`src/rtl/rat_port_responder.sv`:
```
// rat_port_responder: peripheral end of the RAT MCU port bus.
// Holds the LED and seven-segment output registers, a combinational read mux,
// a prescaled down-count interval timer, synchronized button edge detection
// and a two-source interrupt controller (timer = bit 0, buttons = bit 1).
module rat_port_responder #(
   parameter logic [7:0] LEDS_ID     = 8'h40,
   parameter logic [7:0] SSEG_ID     = 8'h81,
   parameter logic [7:0] TMR_ID      = 8'hB0,
   parameter logic [7:0] MASK_ID     = 8'hB1,
   parameter logic [7:0] ACK_ID      = 8'hB2,
   parameter logic [7:0] SWITCHES_ID = 8'h20,
   parameter logic [7:0] BUTTONS_ID  = 8'h24,
   parameter int         PRESCALE    = 1000
) (
   input  logic       CLK,
   input  logic       RESET,
   input  logic [7:0] PORT_ID,
   input  logic [7:0] OUT_PORT,
   input  logic       IO_STRB,
   output logic [7:0] IN_PORT,
   output logic       INT_CU,
   input  logic [7:0] SWITCHES,
   input  logic [3:0] BUTTONS,
   output logic [7:0] LEDS,
   output logic [7:0] SSEG_VAL
);

   // Prescaler width; PRESCALE is at least 2 so this is never zero.
   localparam int PSC_W = (PRESCALE > 2) ? $clog2(PRESCALE) : 1;
   localparam logic [PSC_W-1:0] PSC_LAST = PSC_W'(PRESCALE - 1);
   localparam logic [PSC_W-1:0] PSC_ONE  = PSC_W'(1);

   // Architectural state
   logic [7:0]       leds_q,   leds_d;
   logic [7:0]       sseg_q,   sseg_d;
   logic [7:0]       reload_q, reload_d;
   logic [7:0]       count_q,  count_d;
   logic [PSC_W-1:0] psc_q,    psc_d;
   logic [1:0]       mask_q,   mask_d;
   logic [1:0]       pend_q,   pend_d;
   logic             int_q,    int_d;

   // Button synchronizer (two flops) followed by the edge reference flop
   logic [3:0] btn_meta_q;
   logic [3:0] btn_sync_q;
   logic [3:0] btn_prev_q;

   // Write decode and event signals
   logic       wr_leds;
   logic       wr_sseg;
   logic       wr_tmr;
   logic       wr_mask;
   logic       wr_ack;
   logic       timer_run;
   logic       tick;
   logic       tmr_expire;
   logic [3:0] btn_rise;
   logic [1:0] pend_set;
   logic [1:0] ack_clr;

   // Decode which register, if any, the current strobe targets
   always_comb begin
      wr_leds = IO_STRB && (PORT_ID == LEDS_ID);
      wr_sseg = IO_STRB && (PORT_ID == SSEG_ID);
      wr_tmr  = IO_STRB && (PORT_ID == TMR_ID);
      wr_mask = IO_STRB && (PORT_ID == MASK_ID);
      wr_ack  = IO_STRB && (PORT_ID == ACK_ID);
   end

   // Timer next state: a TMR write reloads everything and beats a same-cycle tick
   always_comb begin
      timer_run  = (reload_q != 8'h00);
      tick       = timer_run && (psc_q == PSC_LAST);
      tmr_expire = 1'b0;
      reload_d   = reload_q;
      count_d    = count_q;
      psc_d      = psc_q;
      if (wr_tmr) begin
         reload_d = OUT_PORT;
         count_d  = OUT_PORT;
         psc_d    = '0;
      end else if (timer_run) begin
         if (tick) begin
            psc_d = '0;
            if (count_q == 8'd1) begin
               tmr_expire = 1'b1;
               count_d    = reload_q;
            end else begin
               count_d = count_q - 8'd1;
            end
         end else begin
            psc_d = psc_q + PSC_ONE;
         end
      end
   end

   // Interrupt next state: set events win over a same-cycle acknowledge
   always_comb begin
      btn_rise = btn_sync_q & ~btn_prev_q;
      pend_set = {|btn_rise, tmr_expire};
      ack_clr  = wr_ack ? OUT_PORT[1:0] : 2'b00;
      pend_d   = (pend_q & ~ack_clr) | pend_set;
      mask_d   = wr_mask ? OUT_PORT[1:0] : mask_q;
      int_d    = |(pend_q & mask_q);
   end

   // Output register next state
   always_comb begin
      leds_d = wr_leds ? OUT_PORT : leds_q;
      sseg_d = wr_sseg ? OUT_PORT : sseg_q;
   end

   // All state registers; reset overrides any same-cycle write or event
   always_ff @(posedge CLK) begin
      if (RESET) begin
         leds_q     <= 8'h00;
         sseg_q     <= 8'h00;
         reload_q   <= 8'h00;
         count_q    <= 8'h00;
         psc_q      <= '0;
         mask_q     <= 2'b00;
         pend_q     <= 2'b00;
         int_q      <= 1'b0;
         btn_meta_q <= 4'h0;
         btn_sync_q <= 4'h0;
         btn_prev_q <= 4'h0;
      end else begin
         leds_q     <= leds_d;
         sseg_q     <= sseg_d;
         reload_q   <= reload_d;
         count_q    <= count_d;
         psc_q      <= psc_d;
         mask_q     <= mask_d;
         pend_q     <= pend_d;
         int_q      <= int_d;
         btn_meta_q <= BUTTONS;
         btn_sync_q <= btn_meta_q;
         btn_prev_q <= btn_sync_q;
      end
   end

   // Zero-latency read mux driven purely by PORT_ID
   always_comb begin
      IN_PORT = 8'h00;
      case (PORT_ID)
         SWITCHES_ID: IN_PORT = SWITCHES;
         BUTTONS_ID:  IN_PORT = {4'h0, btn_sync_q};
         TMR_ID:      IN_PORT = count_q;
         MASK_ID:     IN_PORT = {6'h00, mask_q};
         ACK_ID:      IN_PORT = {6'h00, pend_q};
         default:     IN_PORT = 8'h00;
      endcase
   end

   assign LEDS     = leds_q;
   assign SSEG_VAL = sseg_q;
   assign INT_CU   = int_q;

endmodule

```
`config.mk`:
```
export PLATFORM = sky130hd
export DESIGN_NAME = rat_port_responder
export DESIGN_NICKNAME = d
export VERILOG_FILES = /design/src/rtl/rat_port_responder.sv
export SDC_FILE = /design/constraint.sdc
export NUM_CORES = 1
export LEC_CHECK = 0
export CORE_MARGIN = 2
export CORE_UTILIZATION = 55
export DETAILED_ROUTE_END_ITERATION = 8
export PLACE_DENSITY_LB_ADDON = 0.08
export SYNTH_ARGS = -nofsm -noshare
export SYNTH_HDL_FRONTEND = slang
export SYNTH_SLANG_ARGS = --single-unit
```
`constraint.sdc`:
```
create_clock -name CLK -period 5.5 [get_ports CLK]
set_input_delay 1.1 -clock CLK [delete_from_list [all_inputs] [get_ports CLK]]
set_output_delay 1.1 -clock CLK [all_outputs]
set_load 0.01 [all_outputs]
```
* After elaboration in Yosys (flattened, before gate mapping)
Cells that the tools add are included.
** Storage, ports and cells
- Word-level logic and storage cells :: 52
- Register bits :: 59
- Output and inout bits :: 25
- Input port bits :: 31
** Cells by class
- Reductions and logical operators :: 13
- Equality and inequality tests :: 9
- $add $sub $neg :: 2
- Muxes and demuxes :: 11
- Bitwise logic cells :: 6
** Operators by type and width (count)
- one-hot mux 8 bit (5 select lines) :: 1
- equality test 8 bit (second input constant) :: 4
- 2-to-1 mux 8 bit :: 4
- equality test 8 x 6 -> 1 bit (second input constant) :: 2
- adder 10 x 1 -> 10 bit (second input constant) :: 1
- equality test 10 bit (second input constant) :: 1
- 2-to-1 mux 10 bit :: 1
- equality test 8 x 1 -> 1 bit (second input constant) :: 1
- equality test 8 x 7 -> 1 bit (second input constant) :: 1
- nonzero test 8 bit :: 1
- subtractor 8 x 1 -> 8 bit (second input constant) :: 1
- logical AND 1 bit :: 6
- bitwise AND 2 bit :: 2
- bitwise AND 4 bit :: 1
- 2-to-1 mux 1 bit :: 4
- inverter 4 bit :: 1
- nonzero test 2 bit :: 2
- OR reduction 2 bit :: 2
- OR reduction 4 bit :: 1
- 2-to-1 mux 2 bit :: 1
- inverter 2 bit :: 1
- bitwise OR 2 bit :: 1
- AND reduction 2 bit :: 1

* Depth between registers and ports, before layout
- Depth after elaboration :: 6
- Depth in mapped cells :: 7
- Gate-level depth less buffers :: 7

* Least setup slack after synthesis
OpenSTA, ideal clock, no wires.
- Path kind :: input to output
- Start point :: in PORT_ID[1]
- End point :: out IN_PORT[3]
- Stages :: 5
- Required time :: 4400 ps
- Slack :: 2170 ps
- Buffers on the path :: 1
- Data arrival time :: 2230 ps
- Cells stage by stage :: buf_2 -> or4_1 -> nor2_2 -> a22oi_1 -> nand2_1
** Between the ends
- Word-level cells in the longest chain between the ends :: 2
- Elaborated cells between the ends (all ways) :: 6
- Those cells by class :: 5 x eq/ne; 1 x mux
** Ends and longest elaborated chain
- start, declared :: line 17 : input logic [7:0] PORT_ID,
- equality test 8 bit / equality test 8 x 6 -> 1 bit (equally long branches) :: line 145 : case (PORT_ID)
- one-hot mux 8 bit (5 select lines) (*) :: line 145
- end, declared :: line 20 : output logic [7:0] IN_PORT,
Every way passes the cells marked *; elsewhere a longest branch is shown, timed or not.

* Worst setup path in the final report
- Start point :: in PORT_ID[4]
- End point :: out IN_PORT[1]
The elaborated chain is that of the path after synthesis.

==> flow_metrics.env <==
export IMPL_status="finished clean"
export IMPL_drv_cap=0
export IMPL_synthTopCellsByArea="dfxtp_1 43%, nand2_1 6.3%, nor2_1 5.9%, mux2i_1 5.5%, a21oi_1 3.3%"
export IMPL_critPathCaptureType="output pin"
export IMPL_yosysTopAreaCellShare_pct=43.3
export IMPL_die_height_um=74.5
export IMPL_placed_area_sq_um=3290
export IMPL_power_total_uw=840
export IMPL_io_buffer_count=55
export IMPL_instances_no_fill=439
export IMPL_maxSlewViolCount=0
export IMPL_antenna_cells=0
export IMPL_final_setup_skew_ns=0.00514
export IMPL_htreeDepth=3
export IMPL_cts_setup_buffers=0
export IMPL_clkTransAtPathRegs_ns=0.06
export IMPL_drive_gt1_share_pct=7.80
export IMPL_yosys_warnings=0
export IMPL_drtIter0Drc=199
export IMPL_r2r_setup_slack_ns=3.46
export IMPL_synth_xor_area_share_pct=2.89
export IMPL_relSlewSlack_pct=47.2
export IMPL_min_period_ns=4.43
export IMPL_cts_tree="done"
export IMPL_grt_pass1_wl_mm=10.6
export IMPL_grt_overflow=0
export IMPL_dr_pass1_iters=4
export IMPL_routedWlPerCell_um=14.6
export IMPL_setup_viol=0
export IMPL_yosysMostFrequentCell="dfxtp_1"
export IMPL_grt_max_degree=50
export IMPL_clockBufferDepth=2
export IMPL_register_area_sq_um=1180
export IMPL_grt_usage_pct=25.2
export IMPL_wirelength_mm=6.43
export IMPL_synthCells=316
export IMPL_syn_to_final_growth_pct=27.1
export IMPL_hold_path_class="reg2reg"
export IMPL_synth_mux_area_share_pct=6.74
export IMPL_ys_seq_area_share_pct=43.3
export IMPL_use_met3_pct=6.64
export IMPL_async_flop_share_pct=0
export IMPL_ys_ff_latch=59
export IMPL_fin_tns_setup_ns=0
export IMPL_finalInstanceArea_sq_um=3470
export IMPL_fmax_mhz=226
export IMPL_cp_arrival_ns=3.33
export IMPL_hold_viol=0
export IMPL_busiest_layer="met2"
export IMPL_tightestPinTransition_ns=0.788
export IMPL_drc_errors=0
export IMPL_clk_latency_ns=0.33
export IMPL_dpl_hpwl_mm=4.53
export IMPL_netlist_area_sq_um=2730
export IMPL_synth_edf_count=0
export IMPL_cts_hold_buf=0
export IMPL_p_leak_uw=0.00133
export IMPL_ant_nets=0
export IMPL_ys_types=54
export IMPL_num_rows=25
export IMPL_antenna_found_initial=0
export IMPL_path_max_fanout=5
export IMPL_gp_congestion=0.888
export IMPL_avgSynthCellArea_sq_um=8.64
export IMPL_grt_pass1_vias=2243
export IMPL_p_per_area_nw_per_um2=242
export IMPL_synth_adder_area_share_pct=1.37
export IMPL_yosys_area_share_simple_pct=29.2
export IMPL_clock_sinks=59
export IMPL_boundaryPins=56
export IMPL_synth_flop_cell="dfxtp_1"
export IMPL_rsz0062_at_grt="no"
export IMPL_fin_crit_sh_pct=80.6
export IMPL_via_per_inst=5.62
export IMPL_setup_worst_path_class="in2out"
export IMPL_cts_buffers=9
export IMPL_vias=2467
export IMPL_fin_nets=402
export IMPL_syn_num_nets=350
export IMPL_dieArea_sq_um=5540
export IMPL_cts_root_buffer="clkbuf_8"
export IMPL_grt_util_met1_pct=35.2
export IMPL_place_inst=424
export IMPL_synth_top_family_by_area="simple AND/OR/NAND/NOR gates"
export IMPL_yosys_top_cells_count="59 x dfxtp_1, 46 x nand2_1, 43 x nor2_1"
export IMPL_die_width_um=74.5
export IMPL_core_area_sq_um=4750
export IMPL_initial_core_util_pct=57.4
export IMPL_multiInputGateArea_sq_um=1440
export IMPL_grtUsageMet2_pct=35.7
export IMPL_synth_compound_area_share_pct=12.6
export IMPL_critical_path_required_ns=4.40
export IMPL_nFillCells=388
export IMPL_yosysTopAreaCell="dfxtp_1"
export IMPL_cts_resized=0
export IMPL_start_kind="input port"
export IMPL_vdd_ir_drop_max_v=0.000203
## kinds of logic (layout without fill, tap and decap cells)
logic type / count (synthesis) / in the layout
AND/OR/NAND/NOR: 154 / 154
flip-flops: 59 / 59
AO/OA/AOI/OAI: 51 / 51
buffers and inverters: 22 / 78
multiplexers: 18 / 18
XOR/XNOR: 9 / 9
adder cells (fa/ha/maj): 3 / 3
## worst max-delay path: stages
cell	delay (ns)
clkdlybuf4s50_1	0.47
or4b_1	0.60
nor4_2	0.35
a22oi_1	0.17
nand2_1	0.11
clkdlybuf4s50_1	0.53
## cell type report
type | count | area share [%]
Timing Repair Buffer | 56 | 16.1
Clock inverter | 2 | 0.288
Sequential cell | 59 | 34.0
Clock buffer | 13 | 4.87
Inverter | 7 | 0.757
Tap cell | 67 | 2.42
Multi-Input combinational cell | 235 | 41.6
## registers in the layout, indices dropped and copies added (netlist names)
register    flops
psc_q          10
LEDS            8
btn_prev_q      4
SSEG_VAL        8
mask_q          2
btn_meta_q      4
reload_q        8
INT_CU          1
btn_sync_q      4
pend_q          2
count_q         8
## final timing paths
kind            startpoint            end  cells past startpoint
min reg2reg  btn_meta_q[2]  btn_sync_q[2]                      1
max             PORT_ID[4]     IN_PORT[1]                      6
min          btn_meta_q[2]  btn_sync_q[2]                      1
max reg2reg       psc_q[0]     count_q[1]                      6
## per-layer routing
metal,up-vias,routed length [um]
met4,0,87
li1,1214,-
met2,107,2750
met5,-,0
met1,1138,3000
met3,8,594
## report_power, final
part / leakage (uW) / total [uW] / switching (uW) / internal [uW]
sequential: 0.000477 / 435 / 2.56 / 432
clock: 0.0000953 / 353 / 157 / 196
combinational: 0.000753 / 52.5 / 24.9 / 27.5
total: 0.00133 / 840 / 184 / 656
## per-stage QoR
step / setup slack [ns] / hold slack (ns) / utilization (%)
finish: 1.07 / 0.440 / 73.0
global route: 0.896 / 0.452 / 73.0
CTS: 1.08 / 0.446 / 73.0
detailed placement: 1.08 / 0.432 / 69.2
global placement: 1.12 / 0.420 / 69.2
floorplan: 2.17 / 0.414 / -
## layout by cell type (no fill, tap or decap), drive strengths merged, types with 2 or more instances in the layout
master / n
a211oi: 2
a21oi: 18
a22o: 4
a22oi: 6
a311oi: 3
and3: 4
clkbuf: 13
clkdlybuf4s50: 55
clkinv: 2
dfxtp: 59
ha: 3
inv: 7
mux2: 3
mux2i: 15
nand2: 47
nand2b: 3
nand3: 15
nand4: 3
nand4b: 2
nor2: 45
nor2b: 8
nor3: 5
nor4: 8
nor4b: 2
o211ai: 3
o21ai: 5
o22ai: 2
or3: 4
or4b: 2
xnor2: 2
xor2: 7
Power figures use the tool's default switching activity.
